`config.mk`:
```
export PLATFORM = sky130hd
export DESIGN_NAME = ysyx_22050019_axi_arbiter
export DESIGN_NICKNAME = d
export VERILOG_FILES = /design/src/rtl/ysyx_22050019_axi_arbiter.sv
export SDC_FILE = /design/constraint.sdc
export NUM_CORES = 1
export LEC_CHECK = 0
export ABC_CLOCK_PERIOD_IN_PS = 1900
export BUFFER_PORTS_ARGS = -buffer_cell sky130_fd_sc_hd__buf_2
export CAP_MARGIN = 20
export CORE_AREA = 2 2 237 239
export CTS_BUF_LIST = sky130_fd_sc_hd__clkbuf_4
export DETAILED_ROUTE_END_ITERATION = 8
export DIE_AREA = 0 0 239 241
export GPL_TIMING_DRIVEN = 0
export PLACE_DENSITY = 0.36
export SYNTH_ARGS = -nofsm -noshare
export SYNTH_HDL_FRONTEND = slang
export SYNTH_SLANG_ARGS = --single-unit
```
`constraint.sdc`:
```
create_clock -name clk -period 1.9 [get_ports clk]
set_input_delay 0.285 -clock clk [delete_from_list [all_inputs] [get_ports clk]]
set_output_delay 0.285 -clock clk [all_outputs]
set_load 0.005 [all_outputs]
```
`src/rtl/ysyx_22050019_axi_arbiter.sv`:
```
// Two-master (IFU read-only, LSU read/write) to one-slave AXI4 arbiter.
// Reads: round-robin, locked for a whole burst; writes: LSU pass-through.
module ysyx_22050019_axi_arbiter #(
  parameter int AXI_DATA_WIDTH = 64,
  parameter int AXI_ADDR_WIDTH = 32,
  parameter int LEN_W          = 8
) (
  input  logic                        clk,
  input  logic                        rst,
  // IFU read master
  input  logic                        i_ifu_ar_valid,
  input  logic [AXI_ADDR_WIDTH-1:0]   i_ifu_ar_addr,
  input  logic [LEN_W-1:0]            i_ifu_ar_len,
  input  logic [2:0]                  i_ifu_ar_size,
  output logic                        o_ifu_ar_ready,
  output logic                        o_ifu_r_valid,
  output logic [AXI_DATA_WIDTH-1:0]   o_ifu_r_data,
  output logic [1:0]                  o_ifu_r_resp,
  output logic                        o_ifu_r_last,
  input  logic                        i_ifu_r_ready,
  // LSU read/write master
  input  logic                        i_lsu_ar_valid,
  input  logic [AXI_ADDR_WIDTH-1:0]   i_lsu_ar_addr,
  input  logic [LEN_W-1:0]            i_lsu_ar_len,
  input  logic [2:0]                  i_lsu_ar_size,
  output logic                        o_lsu_ar_ready,
  output logic                        o_lsu_r_valid,
  output logic [AXI_DATA_WIDTH-1:0]   o_lsu_r_data,
  output logic [1:0]                  o_lsu_r_resp,
  output logic                        o_lsu_r_last,
  input  logic                        i_lsu_r_ready,
  input  logic                        i_lsu_aw_valid,
  input  logic [AXI_ADDR_WIDTH-1:0]   i_lsu_aw_addr,
  input  logic [LEN_W-1:0]            i_lsu_aw_len,
  input  logic [2:0]                  i_lsu_aw_size,
  output logic                        o_lsu_aw_ready,
  input  logic                        i_lsu_w_valid,
  input  logic [AXI_DATA_WIDTH-1:0]   i_lsu_w_data,
  input  logic [AXI_DATA_WIDTH/8-1:0] i_lsu_w_strb,
  input  logic                        i_lsu_w_last,
  output logic                        o_lsu_w_ready,
  output logic                        o_lsu_b_valid,
  output logic [1:0]                  o_lsu_b_resp,
  input  logic                        i_lsu_b_ready,
  // shared slave
  output logic                        o_s_ar_valid,
  output logic [AXI_ADDR_WIDTH-1:0]   o_s_ar_addr,
  output logic [LEN_W-1:0]            o_s_ar_len,
  output logic [2:0]                  o_s_ar_size,
  output logic [2:0]                  o_s_ar_prot,
  output logic [1:0]                  o_s_ar_burst,
  input  logic                        i_s_ar_ready,
  input  logic                        i_s_r_valid,
  input  logic [AXI_DATA_WIDTH-1:0]   i_s_r_data,
  input  logic [1:0]                  i_s_r_resp,
  input  logic                        i_s_r_last,
  output logic                        o_s_r_ready,
  output logic                        o_s_aw_valid,
  output logic [AXI_ADDR_WIDTH-1:0]   o_s_aw_addr,
  output logic [LEN_W-1:0]            o_s_aw_len,
  output logic [2:0]                  o_s_aw_size,
  output logic [2:0]                  o_s_aw_prot,
  output logic [1:0]                  o_s_aw_burst,
  input  logic                        i_s_aw_ready,
  output logic                        o_s_w_valid,
  output logic [AXI_DATA_WIDTH-1:0]   o_s_w_data,
  output logic [AXI_DATA_WIDTH/8-1:0] o_s_w_strb,
  output logic                        o_s_w_last,
  input  logic                        i_s_w_ready,
  input  logic                        i_s_b_valid,
  input  logic [1:0]                  i_s_b_resp,
  output logic                        o_s_b_ready
);

  localparam logic [1:0] R_IDLE = 2'd0;
  localparam logic [1:0] R_IFU  = 2'd1;
  localparam logic [1:0] R_LSU  = 2'd2;
  localparam logic GRANT_IFU = 1'b0;
  localparam logic GRANT_LSU = 1'b1;

  logic [1:0] r_state;
  logic [1:0] w_state_nxt;
  logic       r_last_grant;
  logic       w_grant_nxt;
  logic       r_ar_done;

  logic w_on, w_ifu_sel, w_lsu_sel, w_addr_ph, w_pick_lsu;
  logic w_ar_hs, w_r_end;

  assign w_on      = !rst;
  assign w_ifu_sel = w_on && (r_state == R_IFU);
  assign w_lsu_sel = w_on && (r_state == R_LSU);
  assign w_addr_ph = (w_ifu_sel || w_lsu_sel) && !r_ar_done;

  // read address: granted master's request, only until the slave accepts it
  assign o_s_ar_valid = w_addr_ph && (w_ifu_sel ? i_ifu_ar_valid : i_lsu_ar_valid);
  assign o_s_ar_addr  = !w_addr_ph ? '0 : (w_ifu_sel ? i_ifu_ar_addr : i_lsu_ar_addr);
  assign o_s_ar_len   = !w_addr_ph ? '0 : (w_ifu_sel ? i_ifu_ar_len  : i_lsu_ar_len);
  assign o_s_ar_size  = !w_addr_ph ? '0 : (w_ifu_sel ? i_ifu_ar_size : i_lsu_ar_size);
  assign o_s_ar_prot  = 3'b000;
  assign o_s_ar_burst = w_on ? 2'b01 : 2'b00;
  assign o_ifu_ar_ready = w_addr_ph && w_ifu_sel && i_s_ar_ready;
  assign o_lsu_ar_ready = w_addr_ph && w_lsu_sel && i_s_ar_ready;

  assign o_s_r_ready  = (w_ifu_sel && i_ifu_r_ready) || (w_lsu_sel && i_lsu_r_ready);
  assign o_ifu_r_valid = w_ifu_sel && i_s_r_valid;
  assign o_ifu_r_data  = w_ifu_sel ? i_s_r_data : '0;
  assign o_ifu_r_resp  = w_ifu_sel ? i_s_r_resp : 2'b00;
  assign o_ifu_r_last  = w_ifu_sel && i_s_r_last;
  assign o_lsu_r_valid = w_lsu_sel && i_s_r_valid;
  assign o_lsu_r_data  = w_lsu_sel ? i_s_r_data : '0;
  assign o_lsu_r_resp  = w_lsu_sel ? i_s_r_resp : 2'b00;
  assign o_lsu_r_last  = w_lsu_sel && i_s_r_last;

  assign w_ar_hs = o_s_ar_valid && i_s_ar_ready;
  assign w_r_end = i_s_r_valid && o_s_r_ready && i_s_r_last;

  // on a tie the master that did not win last time gets the bus
  assign w_pick_lsu = i_lsu_ar_valid && (!i_ifu_ar_valid || (r_last_grant == GRANT_IFU));

  always_comb begin
    w_state_nxt = r_state;
    w_grant_nxt = r_last_grant;
    case (r_state)
      R_IDLE: begin
        if (i_ifu_ar_valid || i_lsu_ar_valid) begin
          w_state_nxt = w_pick_lsu ? R_LSU : R_IFU;
          w_grant_nxt = w_pick_lsu ? GRANT_LSU : GRANT_IFU;
        end
      end
      R_IFU, R_LSU: begin
        if (w_r_end) w_state_nxt = R_IDLE;
      end
      default: w_state_nxt = R_IDLE;
    endcase
  end

  always_ff @(posedge clk) begin
    if (rst) begin
      r_state      <= R_IDLE;
      r_last_grant <= GRANT_LSU;
      r_ar_done    <= 1'b0;
    end else begin
      r_state      <= w_state_nxt;
      r_last_grant <= w_grant_nxt;
      if (w_r_end)      r_ar_done <= 1'b0;
      else if (w_ar_hs) r_ar_done <= 1'b1;
    end
  end

  // write channels belong to the LSU alone
  assign o_s_aw_valid   = w_on && i_lsu_aw_valid;
  assign o_s_aw_addr    = w_on ? i_lsu_aw_addr : '0;
  assign o_s_aw_len     = w_on ? i_lsu_aw_len  : '0;
  assign o_s_aw_size    = w_on ? i_lsu_aw_size : '0;
  assign o_s_aw_prot    = 3'b000;
  assign o_s_aw_burst   = w_on ? 2'b01 : 2'b00;
  assign o_lsu_aw_ready = w_on && i_s_aw_ready;
  assign o_s_w_valid    = w_on && i_lsu_w_valid;
  assign o_s_w_data     = w_on ? i_lsu_w_data : '0;
  assign o_s_w_strb     = w_on ? i_lsu_w_strb : '0;
  assign o_s_w_last     = w_on && i_lsu_w_last;
  assign o_lsu_w_ready  = w_on && i_s_w_ready;
  assign o_lsu_b_valid  = w_on && i_s_b_valid;
  assign o_lsu_b_resp   = w_on ? i_s_b_resp : 2'b00;
  assign o_s_b_ready    = w_on && i_lsu_b_ready;

endmodule

```
=== Word level (Yosys, flattened, before mapping) ===
Index checks and enable logic that the tools add are counted.

* Flip-flop bits (word level): 4
* Input bits: 285
* Output and inout port bits: 317

* Equal/unequal tests: 4
* Mux-type cells: 23
* Bitwise gates (word level): 1
* Reductions and logical operators: 37

{| class="wikitable"
|+ Operator list
! cell !! number
|-
| 2-to-1 mux 64 bit || 3
|-
| 2-to-1 mux 32 bit || 3
|-
| 2-to-1 mux 8 bit || 4
|-
| logical AND 1 bit || 25
|-
| 2-to-1 mux 2 bit || 6
|-
| 2-to-1 mux 3 bit || 3
|-
| logical OR 1 bit || 4
|-
| inequality test 2 bit, second input constant || 2
|-
| one-hot mux 2 bit (2 select lines) || 1
|-
| AND reduction 2 bit || 2
|-
| OR reduction 2 bit || 2
|-
| zero test 1 bit || 3
|-
| 2-to-1 mux 1 bit || 3
|-
| == test 2 x 1 -> 1 bit, second input constant || 1
|-
| == test 2 bit, second input constant || 1
|-
| zero test 2 bit || 1
|-
| NOT 1 bit || 1
|}

=== Depth between registers and ports, before layout ===
Gate-level depths: netlist of the first run.

* Word-level depth: 8
* Depth in mapped cells: 7

=== Least setup slack after synthesis of the first run ===
No wires, ideal clock.

* Kind: reg-to-output
* Start: reg r_state[1]
* End: out o_s_ar_addr[0]
* Arrival time: 1271 ps
* Setup slack: 344 ps
* Cell stages (with the launch flop): 8
* Path buffers: 2
* Cells stage by stage: dfxtp_1 inv_1 ha_1 nor2b_2 buf_6 buf_6 nand2_1 a21oi_1

* Longest elaborated chain between the ends: 5

{| class="wikitable"
|+ RTL lines
! item !! RTL line !! source
|-
| start, declared || 81 || <nowiki>logic [1:0] r_state;</nowiki>
|-
| start signal, assigned || 144 || <nowiki>r_state <= w_state_nxt;</nowiki>
|-
| == test 2 x 1 -> 1 bit or == test 2 bit (tied branches) || 91, 92 ||
|-
| logical AND 1 bit (on tied branches) || 91, 92 ||
|-
| logical OR 1 bit || 93 || <nowiki>assign w_addr_ph = (w_ifu_sel || w_lsu_sel) && !r_ar_done;</nowiki>
|-
| logical AND 1 bit || 93 ||
|-
| 2-to-1 mux 32 bit (*) || 97 || <nowiki>assign o_s_ar_addr = !w_addr_ph ? '0 : (w_ifu_sel ? i_ifu_ar_addr : i_lsu_ar_addr);</nowiki>
|-
| end, declared || 47 || <nowiki>output logic [AXI_ADDR_WIDTH-1:0] o_s_ar_addr,</nowiki>
|}

Mark *: on every way between the ends. The rest lies on a longest branch, timed or not.

=== Worst setup path after layout of the first run ===
* Start: reg r_state[1]
* End: out o_s_ar_addr[20]

Same word-level chain as after synthesis.

==> flow_summary_export.csv, run 1 <==
group,metric,value,unit
logic_synthesis,post_synth_instance_area,2770,um2
setup_path,cp_cell_sequence,"inv_2 > ha_4 > buf_4 > buf_6 > o21ai_4 > buf_12 > clkbuf_16 > a21oi_1 > buf_2",
setup_path,timing.critical_path.buf_inv,6,
pwr,power.clock.fraction,3.4,%
pwr,cellLeakagePower,4.72,nW
sta,fmax,485,MHz
logic_synthesis,synth-async-reset-ratio,0,%
clock_tree,ctsHoldBuffers,0,
sta,final_critical_path_setup_slack,-0.163,ns
logic_synthesis,synth_top_family_by_area,"simple AND/OR/NAND/NOR gates",
die,fp.dieH,241,um
setup_path,critPathCaptureType,"primary output",
drt,detailroute.via_count,5762,
drt,routedWlPerCell,14.7,um
pwr,power.total,3.24,mW
finish,final_nets,1424,
global_route,grt_overflow_total,0,
logic_synthesis,synth_compound_gate_area_share,10.5,%
die,top_level_ports,602,
logic_synthesis,post_synth_fa_ha_maj_area_fraction,1.36,%
logic_synthesis,yosysUniqueCellTypes,28,
sta,fin_crit,2.06,ns
logic_synthesis,synthSimpleGateAreaFrac,73.9,%
placement,numPortBuffers,593,
placement,dpl.hpwl,21800,um
pwr,power.sequential.fraction,3.8,%
die,std_cell_rows,86,
setup_path,critPathMaxStageDelay,0.34,ns
clock_tree,number_of_clock_sinks,4,
drt,drt-pass1-iter-count,4,
die,start_util,5.05,%
pwr,power.share.switching,43.2,%
logic_synthesis,synth_top_flop_cell,"sky130_fd_sc_hd__dfxtp_1",
logic_synthesis,synth-edff-count,0,
finish,layout-drive-gt1-share,72.1,%
setup_path,cp_data_required_time,1.62,ns
drt,detailedRoute.firstIterationViolations,218,
logic_synthesis,post_synth_inst_count,482,
logic_synthesis,muxShareOfSynthArea,0,%
global_route,grt_antenna_before_repair,6,
logic_synthesis,synth_seq_area_share,2.89,%
finish,mostFrequentLayoutCells,"sky130_fd_sc_hd__buf_2 (552), sky130_fd_sc_hd__nor2b_1 (124), sky130_fd_sc_hd__and2_1 (80)",
clock_tree,cts-buffers-inserted,3,
pwr,max-vdd-ir-drop,0.000206,V
drt,drt.antenna.violating_nets,0,
finish,synthToLayoutAreaGrowth,206,%
finish,mostFrequentLayoutCell,"sky130_fd_sc_hd__buf_2",
pwr,share_comb_of_total_power,92.8,%
die,floorplan.die.width,239,um
pwr,intPower,1.84,mW
sta,unrepaired_setup_endpoints_after_global_routing,"yes",
global_route,grt_start_max_net_pins,11,
die,fp.dieArea,57600,um2
setup_path,critPathKind,"flip-flop to primary output",
sta,period_share,109,%
flow_run,max_cap_viol_count,0,
sta,clock_tree_skew_after_final_layout,0.000666,ns
logic_synthesis,ys_seq_elements,4,
placement,placed_cells,1786,
sta,maxSlewViolCount,0,
sta,timing_hold_violations_final,0,
die,fp.coreArea,54900,um2
clock_tree,cts_tree,"done",
logic_synthesis,post_synth_xor_area_fraction,0,%
setup_path,timing.critical_path.slowest_stage_cell,"sky130_fd_sc_hd__dfxtp_2",
placement,place.gp.congestion,0.893,
clock_tree,root_buffer,"sky130_fd_sc_hd__clkbuf_4",
global_route,grt_first_pass_wirelength,32500,um
pwr,pwr_cell_area,383,nW/um2
drt,detail_route.vias_per_cell,3.13,
clock_tree,clk_transition_reported_paths,0.04,ns
clock_tree,clk_path_buf_depth,2,
drt,detail_route.wirelength,27100,um
global_route,grtUsageTotal,7.66,%
setup_path,start_kind,"flip-flop",
drt,detail_route.drc_violations,0,
finish,final_cell_count_no_fill,1842,
logic_synthesis,synth.yosys.warnings,0,
clock_tree,clk-insertion-delay-late,0.24,ns
sta,setup_viol,152,
outcome,failed_checks,"negative setup slack",
worst_hold_path,min_delay_worst_type,"primary input to flip-flop",
setup_path,critPathMaxFanout,7,
setup_path,critPathTopFamily,"buffers and inverters",
global_route,grt_pass1_vias,5121,
pwr,switching_power,1.40,mW
setup_path,critical_path_arrival,1.78,ns
clock_tree,cts_max_level,1,
outcome,status,"complete, but fails checks",
logic_synthesis,postSynthAreaPerCell,5.74,um2
==> worst register-to-register path, cell delays in order, from the launching register on <==
cell and delay (ns):
sky130_fd_sc_hd__dfxtp_2 0.33, sky130_fd_sc_hd__buf_4 0.14, sky130_fd_sc_hd__ha_4 0.17, sky130_fd_sc_hd__buf_4 0.13, sky130_fd_sc_hd__a22oi_2 0.16, sky130_fd_sc_hd__o21ai_0 0.13
sky130_fd_sc_hd__o21ai_0 0.29, sky130_fd_sc_hd__o2bb2ai_1 0.17
==> per-stage QoR <==
| step | setup WS (ns) | setup TNS, ns | util [%] | hold slack, ns | area, um2 |
|---|---|---|---|---|---|
| CTS | -0.169 | -15.29 | 14.1 | 0.339 | 7760 |
| floorplan | 0.344 | 0 | - | 0.412 | 2800 |
| detailed placement | -0.680 | -58.74 | 12.1 | 0.484 | 6640 |
| global placement | -0.685 | -55.10 | 12.1 | 0.482 | 6640 |
| global route | -0.254 | -26.93 | 15.4 | 0.364 | 8460 |
| finish | -0.163 | -11.50 | 15.4 | 0.338 | 8470 |
==> power groups by stage <==
| stage | Sequential (mW) | Combinational, mW | Clock, mW |
|---|---|---|---|
| 2_1_floorplan | 0.111 | 0.798 | 0 |
| 3_3_place_gp | 0.114 | 1.87 | 0 |
| 3_5_place_dp | 0.114 | 1.88 | 0 |
| 4_1_cts | 0.122 | 2.60 | 0.117 |
| 5_1_grt | 0.126 | 3.24 | 0.126 |
| 6_report | 0.124 | 3.01 | 0.110 |
==> flip-flops by register name, indices dropped and copies added (netlist names) <==
signal,flops
r_last_grant,1
r_state,2
r_ar_done,1
==> routing by layer <==
layer	share of wire, %	track usage [%]
met3	6.6	1.32
met1	43	10.1
met5	0.048	0
met4	1.9	1.84
met2	49	13.0
==> cells in the mapped netlist, types with 3 or more instances <==
library cell               number  area [um2]
sky130_fd_sc_hd__buf_6          5        56.3
sky130_fd_sc_hd__nor2b_1      124         776
sky130_fd_sc_hd__buf_4         10        75.1
sky130_fd_sc_hd__nand2_1       90         338
sky130_fd_sc_hd__clkbuf_2       7        35.0
sky130_fd_sc_hd__dfxtp_1        4        80.1
sky130_fd_sc_hd__clkbuf_1      14        52.6
sky130_fd_sc_hd__buf_2         15        75.1
sky130_fd_sc_hd__a21oi_1       45         225
sky130_fd_sc_hd__ha_1           3        37.5
sky130_fd_sc_hd__and2_1       136         851
sky130_fd_sc_hd__inv_1          3        11.3
sky130_fd_sc_hd__nor2_1         4        15.0
sky130_fd_sc_hd__o21ai_0        5        25.0
==> timing repair <==
action / CTS / global route
pin swaps: 55 / 37
resized for setup: 186 / 135
endpoints found under the setup margin: 195 / 202
buffers inserted: 24 / 11
gates cloned: 9 / 9
==> final timing paths <==
check	startpoint	to	slack [ns]	cells past startpoint
worst min-delay path	i_s_ar_ready	r_ar_done$_SDFFE_PP0P_	0.34	3
worst min register to register	r_state[0]$_SDFFE_PP0P_	r_state[0]$_SDFFE_PP0P_	0.51	1
worst max register to register	r_state[1]$_SDFFE_PP0P_	r_state[1]$_SDFFE_PP0P_	0.30	7
worst max-delay path	r_state[1]$_SDFFE_PP0P_	o_s_ar_addr[20]	-0.16	9
==> area by class of cell <==
cell class                 count  area [um2]
fill                        6297       46400
timing repair buffer         645        4020
multi-input combinational    430        2870
tap                          704         881
buffer                        48         556
sequential                     4        85.1
clock buffer                   3        22.5
inverter                       4        17.5
antenna                        4        10.0
==> kinds of logic after synthesis <==
kind of cell | Yosys count
simple gates | 364
fa+ha+maj | 3
buf+inv | 55
flops | 4
other cells | 1
compound gates | 55
No activity file was read; power rests on OpenSTA's default activity.
==> inputs of run 2 (changes only) <==
--- a/config.mk
+++ b/config.mk
@@ -14,6 +14,7 @@
 export DIE_AREA = 0 0 239 241
 export GPL_TIMING_DRIVEN = 0
 export PLACE_DENSITY = 0.36
+export SKIP_LAST_GASP = 1
 export SYNTH_ARGS = -nofsm -noshare
 export SYNTH_HDL_FRONTEND = slang
 export SYNTH_SLANG_ARGS = --single-unit
==> flow_summary_export.csv, run 2 (synthesized netlist as in run 1, its figures left out) <==
group,metric,value,unit
global_route,grt_antenna_before_repair,5,
sta,maxSlewViolCount,0,
drt,detail_route.wirelength,26900,um
die,start_util,5.05,%
pwr,max-vdd-ir-drop,0.000187,V
global_route,grt_pass1_vias,5117,
finish,mostFrequentLayoutCell,"sky130_fd_sc_hd__buf_2",
sta,period_share,108,%
sta,fmax,486,MHz
die,top_level_ports,602,
sta,worst_hold_slack,0.336,ns
die,fp.dieH,241,um
outcome,status,"complete, but fails checks",
drt,routedWlPerCell,14.7,um
clock_tree,cts-buffers-inserted,3,
setup_path,start_kind,"flip-flop",
sta,timing_hold_violations_final,0,
setup_path,critPathMaxFanout,5,
setup_path,cp_cell_sequence,"inv_2 > ha_4 > buf_4 > buf_6 > o21ai_4 > buf_12 > clkbuf_16 > buf_16 > a21oi_1 > buf_2",
setup_path,timing.critical_path.slowest_stage_cell,"sky130_fd_sc_hd__dfxtp_2",
finish,largest_register_ff_count,2,
drt,detail_route.drc_violations,0,
clock_tree,root_buffer,"sky130_fd_sc_hd__clkbuf_4",
drt,drt.antenna.violating_nets,0,
placement,numPortBuffers,593,
setup_path,critPathMaxStageDelay,0.34,ns
die,floorplan.die.width,239,um
die,fp.coreArea,54900,um2
clock_tree,ctsHoldBuffers,0,
sta,setup_viol,153,
drt,drt-pass1-iter-count,4,
pwr,power.total,3.14,mW
finish,final_nets,1421,
setup_path,r2r_setup_slk,0.13,ns
global_route,grt_overflow_total,0,
die,std_cell_rows,86,
setup_path,cp_data_required_time,1.62,ns
finish,registers.top_by_ff_count,"r_state",
finish,reg_top3,"r_state x2, r_ar_done x1, r_last_grant x1",
drt,detailroute.via_count,5717,
drt,detail_route.vias_per_cell,3.11,
global_route,grt_start_max_net_pins,11,
setup_path,critical_path_arrival,1.77,ns
sta,final_critical_path_setup_slack,-0.157,ns
global_route,grt_first_pass_wirelength,32400,um
sta,fin_crit,2.06,ns
clock_tree,cts_tree,"done",
pwr,pwr_cell_area,379,nW/um2
outcome,failed_checks,"negative setup slack",
clock_tree,cts_max_level,1,
pwr,cellLeakagePower,4.65,nW
die,fp.dieArea,57600,um2
clock_tree,clk_path_buf_depth,2,
finish,synthToLayoutAreaGrowth,199,%
sta,unrepaired_setup_endpoints_after_global_routing,"yes",
finish,layout-drive-gt1-share,70.3,%
finish,fin_util,15.1,%
clock_tree,clk_transition_reported_paths,0.04,ns
flow_run,max_cap_viol_count,0,
global_route,grtUsageTotal,7.66,%
sta,clock_tree_skew_after_final_layout,0.00139,ns
worst_hold_path,min_delay_worst_type,"primary input to flip-flop",
clock_tree,number_of_clock_sinks,4,
setup_path,critPathKind,"flip-flop to primary output",
finish,mostFrequentLayoutCells,"sky130_fd_sc_hd__buf_2 (560), sky130_fd_sc_hd__nor2b_1 (124), sky130_fd_sc_hd__and2_1 (90)",
sta,finalSetupTns,-11.90,ns
clock_tree,clk-insertion-delay-late,0.24,ns
setup_path,critPathCaptureType,"primary output",
drt,detailedRoute.firstIterationViolations,218,
placement,place.gp.congestion,0.893,
placement,dpl.hpwl,21800,um
[run 2: cell types whose count changed in the layout (fill, tap and decap cells not counted), moves of 5 or more]
| cell | change |
|---|---|
| sky130_fd_sc_hd__and2_4 | -10 |
| sky130_fd_sc_hd__buf_2 | +8 |
| sky130_fd_sc_hd__clkbuf_8 | +5 |
| sky130_fd_sc_hd__buf_8 | -6 |
| sky130_fd_sc_hd__buf_6 | -9 |
| sky130_fd_sc_hd__and2_1 | +10 |
[run 2: layout make-up]
class / count / area (um2)
plain buffers: 48 / 541
inverters: 4 / 17.5
well taps: 704 / 881
flip-flops and latches: 4 / 85.1
repair buffers: 642 / 3930
fillers: 6311 / 46600
diodes: 4 / 10.0
clock buffers: 3 / 22.5
multi-input cells: 430 / 2810
[run 2: path summary, 6_finish.rpt]
path                                         startpoint                      end  cells past startpoint
worst max-delay path            r_state[1]$_SDFFE_PP0P_          o_s_ar_addr[16]                     10
worst min-delay path                       i_s_ar_ready   r_ar_done$_SDFFE_PP0P_                      3
worst max register to register  r_state[1]$_SDFFE_PP0P_  r_state[1]$_SDFFE_PP0P_                      7
worst min register to register  r_state[0]$_SDFFE_PP0P_  r_state[0]$_SDFFE_PP0P_                      1
[run 2: power breakdown]
group	switching (mW)	internal, mW	leakage, nW
registers	0.0192	0.105	0.0339
logic	1.31	1.60	4.60
clock network	0.0397	0.0710	0.0138
[run 2: layer usage]
metal  track usage, %  vias to the layer above  routed length (um)  part of all wire (%)
met1             10.1                     2627               11500                    43
met5                0                        -                  13                 0.048
met3             1.30                       22                1870                   6.9
li1                 -                     2765                   -                     -
met2             13.0                      301               13100                    49
met4             1.76                        2                 461                   1.7
[run 2: what timing repair did]
action,4_1_cts,5_1_grt
pin swaps,55,34
gates resized for setup,174,101
setup endpoints to repair,195,202
gates cloned,9,8
buffers inserted,24,10
[run 2: per-stage QoR]
stage / std cells / area [um2] / worst slack (ns)
after CTS: 1821 / 7710 / -0.169
after global placement: 1786 / 6640 / -0.685
after detailed placement: 1786 / 6640 / -0.680
after floorplan: 489 / 2800 / 0.344
after global routing: 1838 / 8290 / -0.259
final: 1839 / 8290 / -0.157
[run 2: critical path, delay by kind of cell (launching register included)]
kind | cells | cell delay, ns
flops | 1 | 0.34
buf+inv | 7 | 0.81
compound gates | 2 | 0.22
fa+ha+maj | 1 | 0.16
==> inputs of run 3 (changes only) <==
--- a/config.mk
+++ b/config.mk
@@ -6,14 +6,14 @@
 export NUM_CORES = 1
 export LEC_CHECK = 0
 export ABC_CLOCK_PERIOD_IN_PS = 1900
-export BUFFER_PORTS_ARGS = -buffer_cell sky130_fd_sc_hd__buf_2
 export CAP_MARGIN = 20
-export CORE_AREA = 2 2 237 239
+export CORE_AREA = 2 2 231 233
 export CTS_BUF_LIST = sky130_fd_sc_hd__clkbuf_4
 export DETAILED_ROUTE_END_ITERATION = 8
-export DIE_AREA = 0 0 239 241
+export DIE_AREA = 0 0 233 235
+export DONT_BUFFER_PORTS = 1
 export GPL_TIMING_DRIVEN = 0
-export PLACE_DENSITY = 0.36
+export PLACE_DENSITY_LB_ADDON = 0.15
 export SKIP_LAST_GASP = 1
 export SYNTH_ARGS = -nofsm -noshare
 export SYNTH_HDL_FRONTEND = slang
==> flow_summary_export.csv, run 3 (synthesized netlist as in run 1, its figures left out) <==
group,metric,value,unit
setup_path,start_kind,"flip-flop",
setup_path,critPathKind,"flip-flop to primary output",
drt,drt.antenna.violating_nets,0,
pwr,pwr_cell_area,435,nW/um2
die,floorplan.die.width,233,um
die,fp.dieArea,54800,um2
finish,fin_util,9.24,%
finish,final_cell_count_no_fill,1211,
finish,registers.top_by_ff_count,"r_state",
clock_tree,root_buffer,"sky130_fd_sc_hd__clkbuf_4",
global_route,grt_first_pass_wirelength,27400,um
finish,layout-drive-gt1-share,36.0,%
pwr,cellLeakagePower,1.76,nW
placement,placed_cell_area,3660,um2
drt,detail_route.wirelength,22900,um
clock_tree,clk_path_buf_depth,2,
placement,numPortBuffers,0,
pwr,power.total,2.10,mW
setup_path,critPathCaptureType,"primary output",
global_route,grt_overflow_total,0,
sta,setup_viol,5,
drt,routedWlPerCell,18.9,um
finish,stdcell_area,4830,um2
placement,place.gp.congestion,0.908,
setup_path,critical_path_arrival,1.63,ns
clock_tree,cts_max_level,1,
die,fp.coreArea,52200,um2
placement,placed_cells,1177,
drt,detail_route.vias_per_cell,2.98,
sta,fin_crit,1.92,ns
die,fp.dieH,235,um
pwr,max-vdd-ir-drop,0.000140,V
die,top_level_ports,602,
setup_path,cp_data_required_time,1.62,ns
setup_path,critPathMaxFanout,7,
worst_hold_path,min_delay_worst_type,"primary input to flip-flop",
flow_run,max_cap_viol_count,0,
die,std_cell_rows,84,
finish,synthToLayoutAreaGrowth,74.4,%
finish,mostFrequentLayoutCell,"sky130_fd_sc_hd__nor2b_1",
sta,timing_hold_violations_final,0,
sta,clock_tree_skew_after_final_layout,0.000142,ns
global_route,grt_antenna_before_repair,13,
outcome,status,"complete, but fails checks",
drt,detailedRoute.firstIterationViolations,129,
clock_tree,clk-insertion-delay-late,0.24,ns
global_route,grtUsageTotal,7.19,%
sta,unrepaired_setup_endpoints_after_global_routing,"yes",
clock_tree,cts-buffers-inserted,3,
drt,drt-pass1-iter-count,4,
drt,detailroute.via_count,3612,
clock_tree,clk_transition_reported_paths,0.04,ns
sta,final_critical_path_setup_slack,-0.0173,ns
finish,largest_register_ff_count,2,
finish,reg_top3,"r_state x2, r_ar_done x1, r_last_grant x1",
outcome,failed_checks,"negative setup slack",
global_route,grt_pass1_vias,3294,
finish,final_nets,809,
sta,period_share,101,%
global_route,grt_start_max_net_pins,11,
clock_tree,cts_tree,"done",
clock_tree,number_of_clock_sinks,4,
placement,dpl.hpwl,18800,um
drt,detail_route.drc_violations,0,
die,start_util,5.30,%
finish,fillerInstances,6075,
sta,fmax,522,MHz
finish,mostFrequentLayoutCells,"sky130_fd_sc_hd__nor2b_1 (124), sky130_fd_sc_hd__and2_1 (101), sky130_fd_sc_hd__nand2_1 (69)",
sta,maxSlewViolCount,0,
==> run 3: cell count changes in the layout (fill, tap and decap cells not counted), sizes merged <==
cell    before  now
nand2       91   92
buf        666   55
clkbuf      27   25
==> run 3: worst paths after layout <==
kind / startpoint / endpoint / slack, ns / cells past startpoint
hold / removal: i_lsu_ar_valid / r_state[1]$_SDFFE_PP0P_ / 0.18 / 2
setup / recovery: r_state[1]$_SDFFE_PP0P_ / o_lsu_r_data[2] / -0.02 / 7
setup reg to reg: r_state[1]$_SDFFE_PP0P_ / r_state[1]$_SDFFE_PP0P_ / 0.24 / 7
hold reg to reg: r_state[0]$_SDFFE_PP0P_ / r_state[0]$_SDFFE_PP0P_ / 0.50 / 1
==> run 3: timing repair <==
action                     CTS  global route
hold buffers                 0             0
gates cloned                 6             5
setup endpoints to repair  183           163
buffers inserted            20             4
pin swaps                   27            18
resized for setup          186            36
==> run 3: area by class of cell <==
type / count / area (um2) / share of cell area [%]
multi-input combinational: 431 / 2950 / 61.2
tap: 688 / 861 / 17.8
buffer: 47 / 475 / 9.85
timing repair buffer: 30 / 404 / 8.37
sequential: 4 / 85.1 / 1.76
clock buffer: 3 / 22.5 / 0.466
inverter: 4 / 17.5 / 0.363
antenna: 4 / 10.0 / 0.207
==> run 3: critical path: stages (launching register included) <==
cell and delay (ns):
sky130_fd_sc_hd__dfxtp_4 0.35, sky130_fd_sc_hd__buf_4 0.12, sky130_fd_sc_hd__ha_4 0.18, sky130_fd_sc_hd__nor2b_4 0.23
sky130_fd_sc_hd__buf_4 0.15, sky130_fd_sc_hd__buf_6 0.10, sky130_fd_sc_hd__buf_4 0.11, sky130_fd_sc_hd__and2_1 0.15
==> run 3: metal layers <==
metal | GRT usage [%] | routed length [um] | vias to the layer above
met4 | 1.81 | 500 | 16
li1 | - | - | 1543
met5 | 0 | 102 | -
met3 | 3.22 | 2650 | 32
met2 | 11.7 | 10600 | 312
met1 | 8.57 | 9070 | 1709
==> run 3: report_power, final <==
group	internal (mW)	switching (mW)
clock	0.0710	0.0400
sequential	0.104	0.0178
combinational	0.830	1.04
==> run 3: stage by stage <==
stage	setup TNS (ns)	setup WS [ns]	hold WS, ns
2_1_floorplan	0	0.344	0.412
3_3_place_gp	-24.88	-0.384	0.439
3_5_place_dp	-26.02	-0.386	0.436
4_1_cts	-4.78	-0.106	0.171
5_1_grt	-7.52	-0.134	0.170
6_report	-0.0467	-0.0173	0.180
